===== config.mk =====
export PLATFORM = sky130hd
export DESIGN_NAME = dram_port_scheduler_flat
export DESIGN_NICKNAME = d
export VERILOG_FILES = /design/src/rtl/dram_port_scheduler_if.sv /design/src/rtl/dram_port_scheduler.sv /design/src/flat_wrapper.sv
export SDC_FILE = /design/constraint.sdc
export NUM_CORES = 1
export LEC_CHECK = 0
export ABC_AREA = 1
export CORE_AREA = 2 2 442 444
export DETAILED_ROUTE_END_ITERATION = 10
export DIE_AREA = 0 0 444 446
export GPL_TIMING_DRIVEN = 0
export HOLD_SLACK_MARGIN = 0.08
export RECOVER_POWER = 50
export SYNTH_ARGS = -nofsm -noshare
export SYNTH_HDL_FRONTEND = slang
export SYNTH_SLANG_ARGS = --single-unit

===== constraint.sdc =====
create_clock -name clk -period 3.4 [get_ports clk]
set_input_delay 0.68 -clock clk [delete_from_list [all_inputs] [get_ports clk]]
set_output_delay 0.68 -clock clk [all_outputs]
set_load 0.005 [all_outputs]

===== src/rtl/dram_port_scheduler_if.sv =====
// dram_port_scheduler_if: Avalon-MM bundle around the DRAM port scheduler.
// Carries the write master, read master, controller port and Grant.
// slave  : scheduler side (drives waits, read return, DRAM_*, Grant).
// master : masters and controller side (drives requests and DRAM returns).
interface dram_port_scheduler_if #(
   parameter int ADDR_W  = 25,
   parameter int DATA_W  = 256,
   parameter int BURST_W = 5
) ();

   logic               WR_Write;
   logic               WR_Burst_Begin;
   logic [BURST_W-1:0] WR_Burst_Count;
   logic [ADDR_W-1:0]  WR_Addr;
   logic [DATA_W-1:0]  WR_Data;
   logic               WR_Wait_Request;

   logic               RD_Read;
   logic [BURST_W-1:0] RD_Burst_Count;
   logic [ADDR_W-1:0]  RD_Addr;
   logic               RD_Wait_Request;
   logic [DATA_W-1:0]  RD_Data;
   logic               RD_Data_Valid;

   logic               DRAM_Wait_Request;
   logic               DRAM_Write;
   logic               DRAM_Read;
   logic               DRAM_Burst_Begin;
   logic [BURST_W-1:0] DRAM_Burst_Count;
   logic [ADDR_W-1:0]  DRAM_Addr;
   logic [DATA_W-1:0]  DRAM_Write_Data;
   logic [DATA_W-1:0]  DRAM_Read_Data;
   logic               DRAM_Read_Data_Valid;

   logic [1:0]         Grant;

   modport slave (
      input  WR_Write, WR_Burst_Begin, WR_Burst_Count,
      input  WR_Addr, WR_Data,
      input  RD_Read, RD_Burst_Count, RD_Addr,
      input  DRAM_Wait_Request, DRAM_Read_Data,
      input  DRAM_Read_Data_Valid,
      output WR_Wait_Request, RD_Wait_Request,
      output RD_Data, RD_Data_Valid,
      output DRAM_Write, DRAM_Read, DRAM_Burst_Begin,
      output DRAM_Burst_Count, DRAM_Addr, DRAM_Write_Data,
      output Grant
   );

   modport master (
      output WR_Write, WR_Burst_Begin, WR_Burst_Count,
      output WR_Addr, WR_Data,
      output RD_Read, RD_Burst_Count, RD_Addr,
      output DRAM_Wait_Request, DRAM_Read_Data,
      output DRAM_Read_Data_Valid,
      input  WR_Wait_Request, RD_Wait_Request,
      input  RD_Data, RD_Data_Valid,
      input  DRAM_Write, DRAM_Read, DRAM_Burst_Begin,
      input  DRAM_Burst_Count, DRAM_Addr, DRAM_Write_Data,
      input  Grant
   );

endinterface


===== src/rtl/dram_port_scheduler.sv =====
// dram_port_scheduler: shares one DRAM Avalon-MM port between the
// write-only event drain and the read-only trigger readout, per burst.
// Ports: clk, rst_n (async, active low), bus (dram_port_scheduler_if.slave)
//   WR_*   write master in, WR_Wait_Request out
//   RD_*   read command in, RD_Wait_Request / RD_Data / RD_Data_Valid out
//   DRAM_* controller port, Grant out (00 none, 01 write, 10 read)
// Option: define DRAM_SCHED_RD_STARVE_EN to let a read that has waited
//   STARVE_LIMIT cycles win over a requesting write; otherwise writes
//   have strict priority.
module dram_port_scheduler #(
   parameter int ADDR_W             = 25,
   parameter int DATA_W             = 256,
   parameter int BURST_W            = 5,
   parameter int STARVE_LIMIT       = 64,
   parameter int MAX_RD_OUTSTANDING = 32
) (
   input  logic                  clk,
   input  logic                  rst_n,
   dram_port_scheduler_if.slave  bus
);

   localparam int OUT_W = $clog2(MAX_RD_OUTSTANDING + 1);
   localparam logic [BURST_W:0] ONE_B = 1;

   typedef enum logic [1:0] {
      S_IDLE     = 2'd0,
      S_WR_BURST = 2'd1,
      S_RD_CMD   = 2'd2
   } state_t;

   state_t             r_state;
   logic [1:0]         r_grant;
   logic [BURST_W:0]   r_beats_left;
   logic [OUT_W-1:0]   r_rd_out;
   logic [DATA_W-1:0]  r_rd_data;
   logic               r_rd_valid;

   logic [BURST_W:0]   w_wr_len;
   logic [BURST_W:0]   w_rd_len;
   logic [31:0]        w_rd_sum;
   logic               w_wr_req;
   logic               w_rd_elig;
   logic               w_rd_win;
   logic               w_wr_acc;
   logic               w_rd_acc;
   logic               w_starve_hit;
   logic [OUT_W-1:0]   w_out_add;
   logic [OUT_W-1:0]   w_out_sub;

   logic               w_dram_write;
   logic               w_dram_read;
   logic               w_dram_bb;
   logic [BURST_W-1:0] w_dram_cnt;
   logic [ADDR_W-1:0]  w_dram_addr;
   logic [DATA_W-1:0]  w_dram_wdata;
   logic               w_wr_wait;
   logic               w_rd_wait;

   // A burst count of zero is a one-beat burst.
   assign w_wr_len = (bus.WR_Burst_Count == '0) ? ONE_B
                   : {1'b0, bus.WR_Burst_Count};
   assign w_rd_len = (bus.RD_Burst_Count == '0) ? ONE_B
                   : {1'b0, bus.RD_Burst_Count};

   assign w_wr_req  = bus.WR_Write & bus.WR_Burst_Begin;
   assign w_rd_sum  = 32'(r_rd_out) + 32'(w_rd_len);
   assign w_rd_elig = bus.RD_Read
                    & (w_rd_sum <= 32'(MAX_RD_OUTSTANDING));
   assign w_rd_win  = w_rd_elig & (~w_wr_req | w_starve_hit);

   assign w_wr_acc = (r_state == S_WR_BURST) & bus.WR_Write
                   & ~bus.DRAM_Wait_Request;
   assign w_rd_acc = (r_state == S_RD_CMD) & bus.RD_Read
                   & ~bus.DRAM_Wait_Request;

   // Acceptance and return in one cycle net out in a single update.
   assign w_out_add = w_rd_acc ? OUT_W'(w_rd_len) : '0;
   assign w_out_sub = OUT_W'(bus.DRAM_Read_Data_Valid);

`ifdef DRAM_SCHED_RD_STARVE_EN
   localparam int ST_W = $clog2(STARVE_LIMIT + 2);
   localparam logic [ST_W-1:0] ST_ONE = 1;
   localparam logic [ST_W-1:0] ST_MAX = ST_W'(STARVE_LIMIT);

   logic [ST_W-1:0] r_starve_cnt;

   assign w_starve_hit = (r_starve_cnt >= ST_MAX);

   // Counts waiting cycles of a pending read; saturates at the limit.
   always_ff @(posedge clk or negedge rst_n) begin
      if (!rst_n) begin
         r_starve_cnt <= '0;
      end else if (!bus.RD_Read || w_rd_acc) begin
         r_starve_cnt <= '0;
      end else if (r_state != S_RD_CMD && !w_starve_hit) begin
         r_starve_cnt <= r_starve_cnt + ST_ONE;
      end
   end
`else
   // Strict write priority: the override never fires.
   assign w_starve_hit = (STARVE_LIMIT < 0);
`endif

   always_ff @(posedge clk or negedge rst_n) begin
      if (!rst_n) begin
         r_state      <= S_IDLE;
         r_grant      <= 2'b00;
         r_beats_left <= '0;
         r_rd_out     <= '0;
         r_rd_data    <= '0;
         r_rd_valid   <= 1'b0;
      end else begin
         r_rd_data  <= bus.DRAM_Read_Data;
         r_rd_valid <= bus.DRAM_Read_Data_Valid;
         r_rd_out   <= r_rd_out + w_out_add - w_out_sub;
         unique case (r_state)
            S_IDLE: begin
               if (w_rd_win) begin
                  r_state <= S_RD_CMD;
                  r_grant <= 2'b10;
               end else if (w_wr_req) begin
                  r_state      <= S_WR_BURST;
                  r_grant      <= 2'b01;
                  r_beats_left <= w_wr_len;
               end
            end
            S_WR_BURST: begin
               if (w_wr_acc) begin
                  r_beats_left <= r_beats_left - ONE_B;
                  if (r_beats_left == ONE_B) begin
                     r_state <= S_IDLE;
                     r_grant <= 2'b00;
                  end
               end
            end
            S_RD_CMD: begin
               // Leave on acceptance or when the read is withdrawn.
               if (w_rd_acc || !bus.RD_Read) begin
                  r_state <= S_IDLE;
                  r_grant <= 2'b00;
               end
            end
            default: begin
               r_state <= S_IDLE;
               r_grant <= 2'b00;
            end
         endcase
      end
   end

   // Port routing follows the registered owner, so an async reset
   // drops every strobe in the same cycle.
   always_comb begin
      w_dram_write = 1'b0;
      w_dram_read  = 1'b0;
      w_dram_bb    = 1'b0;
      w_dram_cnt   = '0;
      w_dram_addr  = '0;
      w_dram_wdata = '0;
      w_wr_wait    = 1'b1;
      w_rd_wait    = 1'b1;
      unique case (1'b1)
         (r_state == S_WR_BURST): begin
            w_dram_write = bus.WR_Write;
            w_dram_bb    = bus.WR_Burst_Begin;
            w_dram_cnt   = bus.WR_Burst_Count;
            w_dram_addr  = bus.WR_Addr;
            w_dram_wdata = bus.WR_Data;
            w_wr_wait    = bus.DRAM_Wait_Request;
         end
         (r_state == S_RD_CMD): begin
            w_dram_read = bus.RD_Read;
            w_dram_bb   = bus.RD_Read;
            w_dram_cnt  = bus.RD_Burst_Count;
            w_dram_addr = bus.RD_Addr;
            w_rd_wait   = bus.DRAM_Wait_Request;
         end
         default: begin
         end
      endcase
   end

   assign bus.DRAM_Write       = w_dram_write;
   assign bus.DRAM_Read        = w_dram_read;
   assign bus.DRAM_Burst_Begin = w_dram_bb;
   assign bus.DRAM_Burst_Count = w_dram_cnt;
   assign bus.DRAM_Addr        = w_dram_addr;
   assign bus.DRAM_Write_Data  = w_dram_wdata;
   assign bus.WR_Wait_Request  = w_wr_wait;
   assign bus.RD_Wait_Request  = w_rd_wait;
   assign bus.RD_Data          = r_rd_data;
   assign bus.RD_Data_Valid    = r_rd_valid;
   assign bus.Grant            = r_grant;

endmodule


===== src/flat_wrapper.sv =====
// flat-port wrapper written by rule: the top's interface ports become plain ports
module dram_port_scheduler_flat 
#(
   parameter int ADDR_W             = 25,
   parameter int DATA_W             = 256,
   parameter int BURST_W            = 5,
   parameter int STARVE_LIMIT       = 64,
   parameter int MAX_RD_OUTSTANDING = 32
)
  (clk, rst_n, bus_WR_Write, bus_WR_Burst_Begin, bus_WR_Burst_Count, bus_WR_Addr, bus_WR_Data, bus_RD_Read, bus_RD_Burst_Count, bus_RD_Addr, bus_DRAM_Wait_Request, bus_DRAM_Read_Data, bus_DRAM_Read_Data_Valid, bus_WR_Wait_Request, bus_RD_Wait_Request, bus_RD_Data, bus_RD_Data_Valid, bus_DRAM_Write, bus_DRAM_Read, bus_DRAM_Burst_Begin, bus_DRAM_Burst_Count, bus_DRAM_Addr, bus_DRAM_Write_Data, bus_Grant);
  dram_port_scheduler_if #(.ADDR_W(ADDR_W), .DATA_W(DATA_W), .BURST_W(BURST_W)) bus_i ();
  input  logic clk;
  input  logic rst_n;
  input wire logic [$bits(bus_i.WR_Write)-1:0] bus_WR_Write;
  input wire logic [$bits(bus_i.WR_Burst_Begin)-1:0] bus_WR_Burst_Begin;
  input wire logic [$bits(bus_i.WR_Burst_Count)-1:0] bus_WR_Burst_Count;
  input wire logic [$bits(bus_i.WR_Addr)-1:0] bus_WR_Addr;
  input wire logic [$bits(bus_i.WR_Data)-1:0] bus_WR_Data;
  input wire logic [$bits(bus_i.RD_Read)-1:0] bus_RD_Read;
  input wire logic [$bits(bus_i.RD_Burst_Count)-1:0] bus_RD_Burst_Count;
  input wire logic [$bits(bus_i.RD_Addr)-1:0] bus_RD_Addr;
  input wire logic [$bits(bus_i.DRAM_Wait_Request)-1:0] bus_DRAM_Wait_Request;
  input wire logic [$bits(bus_i.DRAM_Read_Data)-1:0] bus_DRAM_Read_Data;
  input wire logic [$bits(bus_i.DRAM_Read_Data_Valid)-1:0] bus_DRAM_Read_Data_Valid;
  output wire logic [$bits(bus_i.WR_Wait_Request)-1:0] bus_WR_Wait_Request;
  output wire logic [$bits(bus_i.RD_Wait_Request)-1:0] bus_RD_Wait_Request;
  output wire logic [$bits(bus_i.RD_Data)-1:0] bus_RD_Data;
  output wire logic [$bits(bus_i.RD_Data_Valid)-1:0] bus_RD_Data_Valid;
  output wire logic [$bits(bus_i.DRAM_Write)-1:0] bus_DRAM_Write;
  output wire logic [$bits(bus_i.DRAM_Read)-1:0] bus_DRAM_Read;
  output wire logic [$bits(bus_i.DRAM_Burst_Begin)-1:0] bus_DRAM_Burst_Begin;
  output wire logic [$bits(bus_i.DRAM_Burst_Count)-1:0] bus_DRAM_Burst_Count;
  output wire logic [$bits(bus_i.DRAM_Addr)-1:0] bus_DRAM_Addr;
  output wire logic [$bits(bus_i.DRAM_Write_Data)-1:0] bus_DRAM_Write_Data;
  output wire logic [$bits(bus_i.Grant)-1:0] bus_Grant;
  assign bus_i.WR_Write = bus_WR_Write;
  assign bus_i.WR_Burst_Begin = bus_WR_Burst_Begin;
  assign bus_i.WR_Burst_Count = bus_WR_Burst_Count;
  assign bus_i.WR_Addr = bus_WR_Addr;
  assign bus_i.WR_Data = bus_WR_Data;
  assign bus_i.RD_Read = bus_RD_Read;
  assign bus_i.RD_Burst_Count = bus_RD_Burst_Count;
  assign bus_i.RD_Addr = bus_RD_Addr;
  assign bus_i.DRAM_Wait_Request = bus_DRAM_Wait_Request;
  assign bus_i.DRAM_Read_Data = bus_DRAM_Read_Data;
  assign bus_i.DRAM_Read_Data_Valid = bus_DRAM_Read_Data_Valid;
  assign bus_WR_Wait_Request = bus_i.WR_Wait_Request;
  assign bus_RD_Wait_Request = bus_i.RD_Wait_Request;
  assign bus_RD_Data = bus_i.RD_Data;
  assign bus_RD_Data_Valid = bus_i.RD_Data_Valid;
  assign bus_DRAM_Write = bus_i.DRAM_Write;
  assign bus_DRAM_Read = bus_i.DRAM_Read;
  assign bus_DRAM_Burst_Begin = bus_i.DRAM_Burst_Begin;
  assign bus_DRAM_Burst_Count = bus_i.DRAM_Burst_Count;
  assign bus_DRAM_Addr = bus_i.DRAM_Addr;
  assign bus_DRAM_Write_Data = bus_i.DRAM_Write_Data;
  assign bus_Grant = bus_i.Grant;
  dram_port_scheduler #(.ADDR_W(ADDR_W), .DATA_W(DATA_W), .BURST_W(BURST_W), .STARVE_LIMIT(STARVE_LIMIT), .MAX_RD_OUTSTANDING(MAX_RD_OUTSTANDING)) u_core (.clk(clk), .rst_n(rst_n), .bus(bus_i));
endmodule

Word-level counts from Yosys, hierarchy flattened
Cells that the tools add are included.
{ "totals": {"regBits": 271, "in_bits": 579, "out_inout_bits": 550, "wordCells": 57} }
{ "classes": {"addsub": 4, "n_lt_le_gt_ge": 1, "eq_ne": 9, "muxes": 21, "bitwise_logic": 9, "n_reduce_logical": 8} }
{ "ops": {"columns": ["operator", "count"], "rows": [
  ["$mux 256", 1],
  ["$pmux 25 s2", 1],
  ["$le 32x6->1 const B", 1],
  ["$mux 6", 4],
  ["$pmux 6 s2", 1],
  ["$logic_not 5->1", 2],
  ["$mux 2", 5],
  ["$mux 5", 2],
  ["$pmux 5 s2", 1],
  ["$reduce_and 4->1", 2],
  ["$add 6x6->7", 1],
  ["$and 1x1->1", 7],
  ["$add 6x6->6", 1],
  ["$eq 6x1->1 const B", 1],
  ["$ne 2x2->1 const B", 3],
  ["$pmux 2 s3", 1],
  ["$sub 6x1->6", 1],
  ["$sub 6x1->6 const B", 1],
  ["$mux 1", 4],
  ["$ne 2x1->1 const B", 2],
  ["$ne 3x1->1 const B", 1],
  ["$eq 2x1->1 const B", 1],
  ["$eq 2x2->1 const B", 1],
  ["$logic_not 2->1", 1],
  ["other kinds (5)", 6]
]} }

Longest topological paths before layout
Gate-level depths: netlist of run 1.
{ "logic_depth": {"ltp_word": 8, "mapped_depth": 18, "depth_no_buf": 18} }

Least setup slack after synthesis of run 1
Ideal clock, no wire load.
{ "synth_timing": {"path_kind": "input to register", "start": "input bus_RD_Burst_Count[4]", "end": "register u_core.r_state[0]", "setup_time_ns": 0.117, "t_arrival_ns": 2.601, "t_required_ns": 3.283, "slack_ns": 0.682, "path_stages": 16, "path_buffers": 0, "path_cell_list": "or4_1 > nand2_1 > ha_1 > inv_1 > fa_1 > nand2_1 > nor2_2 > nand2_1 > nor2_1 > nand2_1 > nand2_1 > nand2_2 > nand2_2 > nand2_1 > nand2_1 > nand2_1"} }
{ "synth_between": {"elab_chain_cells": 8, "word_cells_on_any_way": 10, "classes_between": "add/sub (1); order compare (1); eq/ne (1); mux (3); bitwise (2); reduce/logical (2)"} }
{ "synth_lines": {"columns": ["element", "line_no", "rtl"], "rows": [
  ["start, declared", "flat_wrapper.sv:20", "input wire logic [$bits(bus_i.RD_Burst_Count)-1:0] bus_RD_Burst_Count;"],
  ["$logic_not 5->1", "dram_port_scheduler.sv:62", "assign w_rd_len = (bus.RD_Burst_Count == '0) ? ONE_B"],
  ["$mux 5 *", "dram_port_scheduler.sv:62", null],
  ["$add 6x6->7 *", "dram_port_scheduler.sv:66", "assign w_rd_sum = 32'(r_rd_out) + 32'(w_rd_len);"],
  ["$le 32x6->1 *", "dram_port_scheduler.sv:68", "& (w_rd_sum <= 32'(MAX_RD_OUTSTANDING));"],
  ["$and 1x1->1 *", "dram_port_scheduler.sv:68", null],
  ["$and 1x1->1 *", "dram_port_scheduler.sv:69", "assign w_rd_win = w_rd_elig & (~w_wr_req | w_starve_hit);"],
  ["$ne 3x1->1 (no source line) / $mux 2 (equally long branches)", null, null],
  ["$reduce_and 4->1 (no source line) / $pmux 2 s3 (equally long branches)", null, null],
  ["end signal, assigned", "dram_port_scheduler.sv:106", "r_state <= S_IDLE;"],
  ["end signal, assigned", "dram_port_scheduler.sv:119", "r_state <= S_RD_CMD;"],
  ["end signal, assigned", "dram_port_scheduler.sv:122", "r_state <= S_WR_BURST;"],
  ["end, declared", "dram_port_scheduler.sv:31", "state_t r_state;"]
]} }
Mark *: on every way between the ends. The rest lies on a longest branch, timed or not.
A chain may end at the register's enable or synchronous reset.

Worst setup path after layout of run 1
{ "layout_timing": {"start": "register u_core.r_state[1]", "end": "output bus_DRAM_Addr[20]"} }
{ "layout_between": {"elab_chain_cells": 2, "word_cells_on_any_way": 3, "classes_between": "eq/ne (2); mux (1)"} }
{ "layout_lines": {"columns": ["element", "line_no", "rtl"], "rows": [
  ["$eq 2x2->1 / $eq 2x1->1 (equally long branches)", "dram_port_scheduler.sv:171, dram_port_scheduler.sv:163", null],
  ["$pmux 25 s2 *", "dram_port_scheduler.sv:162", "unique case (1'b1)"],
  ["end, declared", "flat_wrapper.sv:33", "output wire logic [$bits(bus_i.DRAM_Addr)-1:0] bus_DRAM_Addr;"]
]} }
Marked as above.

==> results of run 1 <==
-- cell usage in the layout, fill, tap and decap left out, drive strengths merged --
master,count
clkdlybuf4s50,798
nand2,365
inv,305
dfrtp,271
dlygate4sd3,267
clkbuf,57
a21oi,43
diode,37
dlygate4sd2,37
buf,30
clkdlybuf4s15,21
ha,20
nor2,16
clkinv,10
nand3,9
o21ai,5
dlymetal6s2s,5
bufinv,4
xor2,3
nand4,3
clkinvlp,3
xnor2,2
a211oi,2
o22ai,2
nor4,2
fa,2
or4,1
a21boi,1
a31oi,1
o211ai,1
o31ai,1
nand3b,1
-- worst max-delay path, stage by stage (launching register included) --
cell and delay (ps):
sky130_fd_sc_hd__dfrtp_1 410, sky130_fd_sc_hd__inv_1 90, sky130_fd_sc_hd__ha_2 220, sky130_fd_sc_hd__buf_6 180
sky130_fd_sc_hd__buf_2 260, sky130_fd_sc_hd__nand2_1 100, sky130_fd_sc_hd__a21oi_2 250, sky130_fd_sc_hd__clkdlybuf4s50_1 570
-- cell type report --
type | instances | area [um2] | share of cell area
diodes | 37 | 92.6 | 0.00352
plain buffers | 41 | 347 | 0.0132
clock buffers | 39 | 891 | 0.0338
clock inverters | 22 | 278 | 0.0105
inverters | 300 | 1130 | 0.0428
multi-input cells | 480 | 2260 | 0.0860
flip-flops and latches | 271 | 6780 | 0.258
well taps | 2542 | 3180 | 0.121
repair buffers | 1135 | 11400 | 0.432
-- worst paths after layout --
kind                       slack, ps                 endpoint
setup / recovery                  60        bus_DRAM_Addr[20]
max in group asynchronous        480  u_core.bus.RD_Data[162]
hold / removal                   530   u_core.bus.RD_Data[30]
min in group clk                 540        u_core.r_state[1]
hold reg to reg                  540        u_core.r_state[1]
setup reg to reg                 450       u_core.r_rd_out[5]
-- power groups by stage --
| stage | Clock, mW | Combinational, mW | Sequential, mW |
|---|---|---|---|
| global route | 4.20 | 6.75 | 3.62 |
| detailed placement | 0 | 6.28 | 3.65 |
| finish | 3.91 | 6.28 | 3.59 |
| floorplan | 0 | 1.89 | 3.64 |
| global placement | 0 | 6.27 | 3.65 |
| CTS | 4.11 | 6.40 | 3.59 |
-- kinds of logic (layout without fill, tap and decap cells) --
logic type / Yosys count / in the layout / share of synthesized area
simple gates: 397 / 397 / 0.149
buf+inv: 342 / 1537 / 0.128
flops: 271 / 271 / 0.660
compound gates: 56 / 56 / 0.0304
fa+ha+maj: 22 / 22 / 0.0282
xor+xnor: 5 / 5 / 0.00426
other cells: 0 / 37 / 0
-- what timing repair did --
item	in CTS	in global routing
setup endpoints to repair	292	126
gates resized for setup	156	42
buffers inserted	1	2
hold buffers	1	0
hold endpoints to repair	34	0
-- cells in the mapped netlist --
| master | number | area (um2) |
|---|---|---|
| sky130_fd_sc_hd__xor2_1 | 3 | 26.3 |
| sky130_fd_sc_hd__clkbuf_1 | 16 | 60.1 |
| sky130_fd_sc_hd__nand4_1 | 3 | 18.8 |
| sky130_fd_sc_hd__o211ai_1 | 1 | 7.51 |
| sky130_fd_sc_hd__nor2_2 | 1 | 6.26 |
| sky130_fd_sc_hd__buf_4 | 1 | 7.51 |
| sky130_fd_sc_hd__a21oi_1 | 42 | 210 |
| sky130_fd_sc_hd__dfrtp_1 | 271 | 6780 |
| sky130_fd_sc_hd__nand3_1 | 9 | 45.0 |
| sky130_fd_sc_hd__nand2_2 | 2 | 12.5 |
| sky130_fd_sc_hd__nor4_1 | 2 | 12.5 |
| sky130_fd_sc_hd__o21ai_1 | 1 | 5.00 |
| sky130_fd_sc_hd__nor2_1 | 15 | 56.3 |
| sky130_fd_sc_hd__clkinv_1 | 1 | 3.75 |
| sky130_fd_sc_hd__o21ai_0 | 4 | 20.0 |
| sky130_fd_sc_hd__a211oi_2 | 1 | 12.5 |
| sky130_fd_sc_hd__xnor2_1 | 2 | 17.5 |
| sky130_fd_sc_hd__o22ai_1 | 2 | 12.5 |
| sky130_fd_sc_hd__inv_1 | 298 | 1120 |
| sky130_fd_sc_hd__o31ai_1 | 1 | 7.51 |
| sky130_fd_sc_hd__a21boi_0 | 1 | 7.51 |
| sky130_fd_sc_hd__a211oi_1 | 1 | 7.51 |
| sky130_fd_sc_hd__nand3b_1 | 1 | 7.51 |
| sky130_fd_sc_hd__a31oi_1 | 1 | 6.26 |
| sky130_fd_sc_hd__a21oi_4 | 1 | 16.3 |
| sky130_fd_sc_hd__buf_2 | 25 | 125 |
| sky130_fd_sc_hd__or4_1 | 1 | 7.51 |
| sky130_fd_sc_hd__fa_1 | 2 | 40.0 |
| sky130_fd_sc_hd__inv_2 | 1 | 3.75 |
| sky130_fd_sc_hd__ha_1 | 20 | 250 |
| sky130_fd_sc_hd__nand2_1 | 363 | 1360 |
-- flip-flops by register name (all words and copies together), names as in the netlist --
signal	cells
u_core.bus.RD_Data	256
u_core.r_beats_left	6
u_core.r_rd_out	6
u_core.r_state	2
u_core.bus.RD_Data_Valid	1
-- layer usage --
metal  wire length (um)  up-vias  track usage
li1                   -     5464            -
met1              47300     6114        0.136
met2              71100      987        0.242
met3              19600      387       0.0837
met4               4690       80       0.0384
met5                534        -            0
-- stage by stage --
stage	hold slack [ps]	power [mW]	worst slack, ps	std cells	util
floorplan	384	5.53	682	1093	-
global placement	526	9.92	-11120	4763	0.128
detailed placement	527	9.93	-391	4766	0.128
CTS	470	14.1	-204	4828	0.135
global route	541	14.6	-24.1	4846	0.136
finish	530	13.8	58.1	4867	0.136
==> impl_metrics.yaml, run 1 <==
cells_and_area:
  final_cell_area_um2: 26300
  layout.filler_cells: 22000
  design.final.nets: 2865
  layout-drive-gt1-share: 0.0682
  syn_to_final_growth_pct: 156
clock_tree:
  clockBufferDepth: 3
  cts.root.buffer_cell: "sky130_fd_sc_hd__clkbuf_16"
  cts_num_sinks: 271
  clk_pin_slew_ps: 60
  clock_tree_from_tritoncts: "done"
  htree_num_levels: 2
  clock_latency_on_the_worst_skew_pair_ps: 580
  tritoncts.num_buffers: 35
detailed_routing:
  first_iter_violations: 911
  route.antenna.remaining_nets: 0
  route.vias.total: 13000
  drt_pass1_iterations: 5
  wl_per_cell_um: 29.4
  post_drt_via_cell_ratio: 2.68
  detail_route.drc_violations: 0
  totalWireLength_um: 143000
power:
  comb_power_share: 0.456
  p_int_mw: 8.55
  seq_power_share: 0.261
  power.static_leakage_nw: 11.9
  pwr-share-clk: 0.284
  pwr_density_cell_nw_per_um2: 524
  ir_drop_v: 0.000333
  swShare: 0.380
  netSwitchingPower_mw: 5.23
status:
  run_status: "complete, but fails checks"
  violations_in_the_final_reports: "capacitance limit, slew limit"
place:
  port_buffers: 1128
  finalWeightedCongestion: 0.930
  detailedPlacementHpwl_um: 132000
  placed_cell_area_um2: 24800
setup_path:
  critPathKind: "register to output port"
  endpoint_kind: "output port"
  timing.rr.start: "u_core.r_state[0]"
  cp_max_fo: 10
  critPathRequiredTime_ps: 2720
  worst_setup_path_start_kind: "register"
  worst_r2r_path_depth: 14
  cp_data_arrival_time_ps: 2660
  critical_path.startpoint: "u_core.r_state[1]"
sta:
  layout_worst_path_cycle_share: 0.983
  timing.fmax_ghz: 0.299
  setup_tns_after_final_layout_ps: 0
  rsz0062_at_grt: "yes"
  post-route-min-period_ps: 3340
  timing_max_transition_violations_final: 87
  count_of_final_setup_violators: 0
  fin_worst_skew_ps: 5.88
  tightestPinTransition_ps: 2080
  fin_hold_viols: 0
  worst_slew_margin_rel: -0.390
die:
  placementRows: 162
  fp.coreArea_um2: 194000
  fp.dieW_um: 444
  initial_core_util: 0.0531
  die_h_um: 446
  io_pins: 1129
  dieArea_um2: 198000
global_route:
  first_global_vias: 12500
  groute.usage.overall: 0.138
  grt_first_pass_wirelength_um: 168000
  antenna_found_initial: 203
  globalRoute.totalOverflow: 0
  pin_count_of_the_biggest_net_entering_global_routing: 93
yosys:
  ys_types: 31
  synthCells: 1093
  mappedNetlistArea_um2: 10300
  synth.ff_latch_count: 271
  synthesis.area_per_instance_um2: 9.40
  yosys_warnings: 0
  yosysSeqAreaShare: 0.660
  synthesized_net_count: 1694
min_path:
  min-delay-path-class: "primary input to asynchronous set/reset pin"
job:
  max-cap-violations: 1
No activity file was read; power rests on OpenSTA's default activity.
==> inputs of run 2 (changes only) <==
--- a/config.mk
+++ b/config.mk
@@ -6,6 +6,7 @@
 export NUM_CORES = 1
 export LEC_CHECK = 0
 export ABC_AREA = 1
+export ABC_CLOCK_PERIOD_IN_PS = 3400
 export CORE_AREA = 2 2 442 444
 export DETAILED_ROUTE_END_ITERATION = 10
 export DIE_AREA = 0 0 444 446
==> results of run 2 <==
Same layout as run 1: the final DEF is identical, and so are final timing and power.
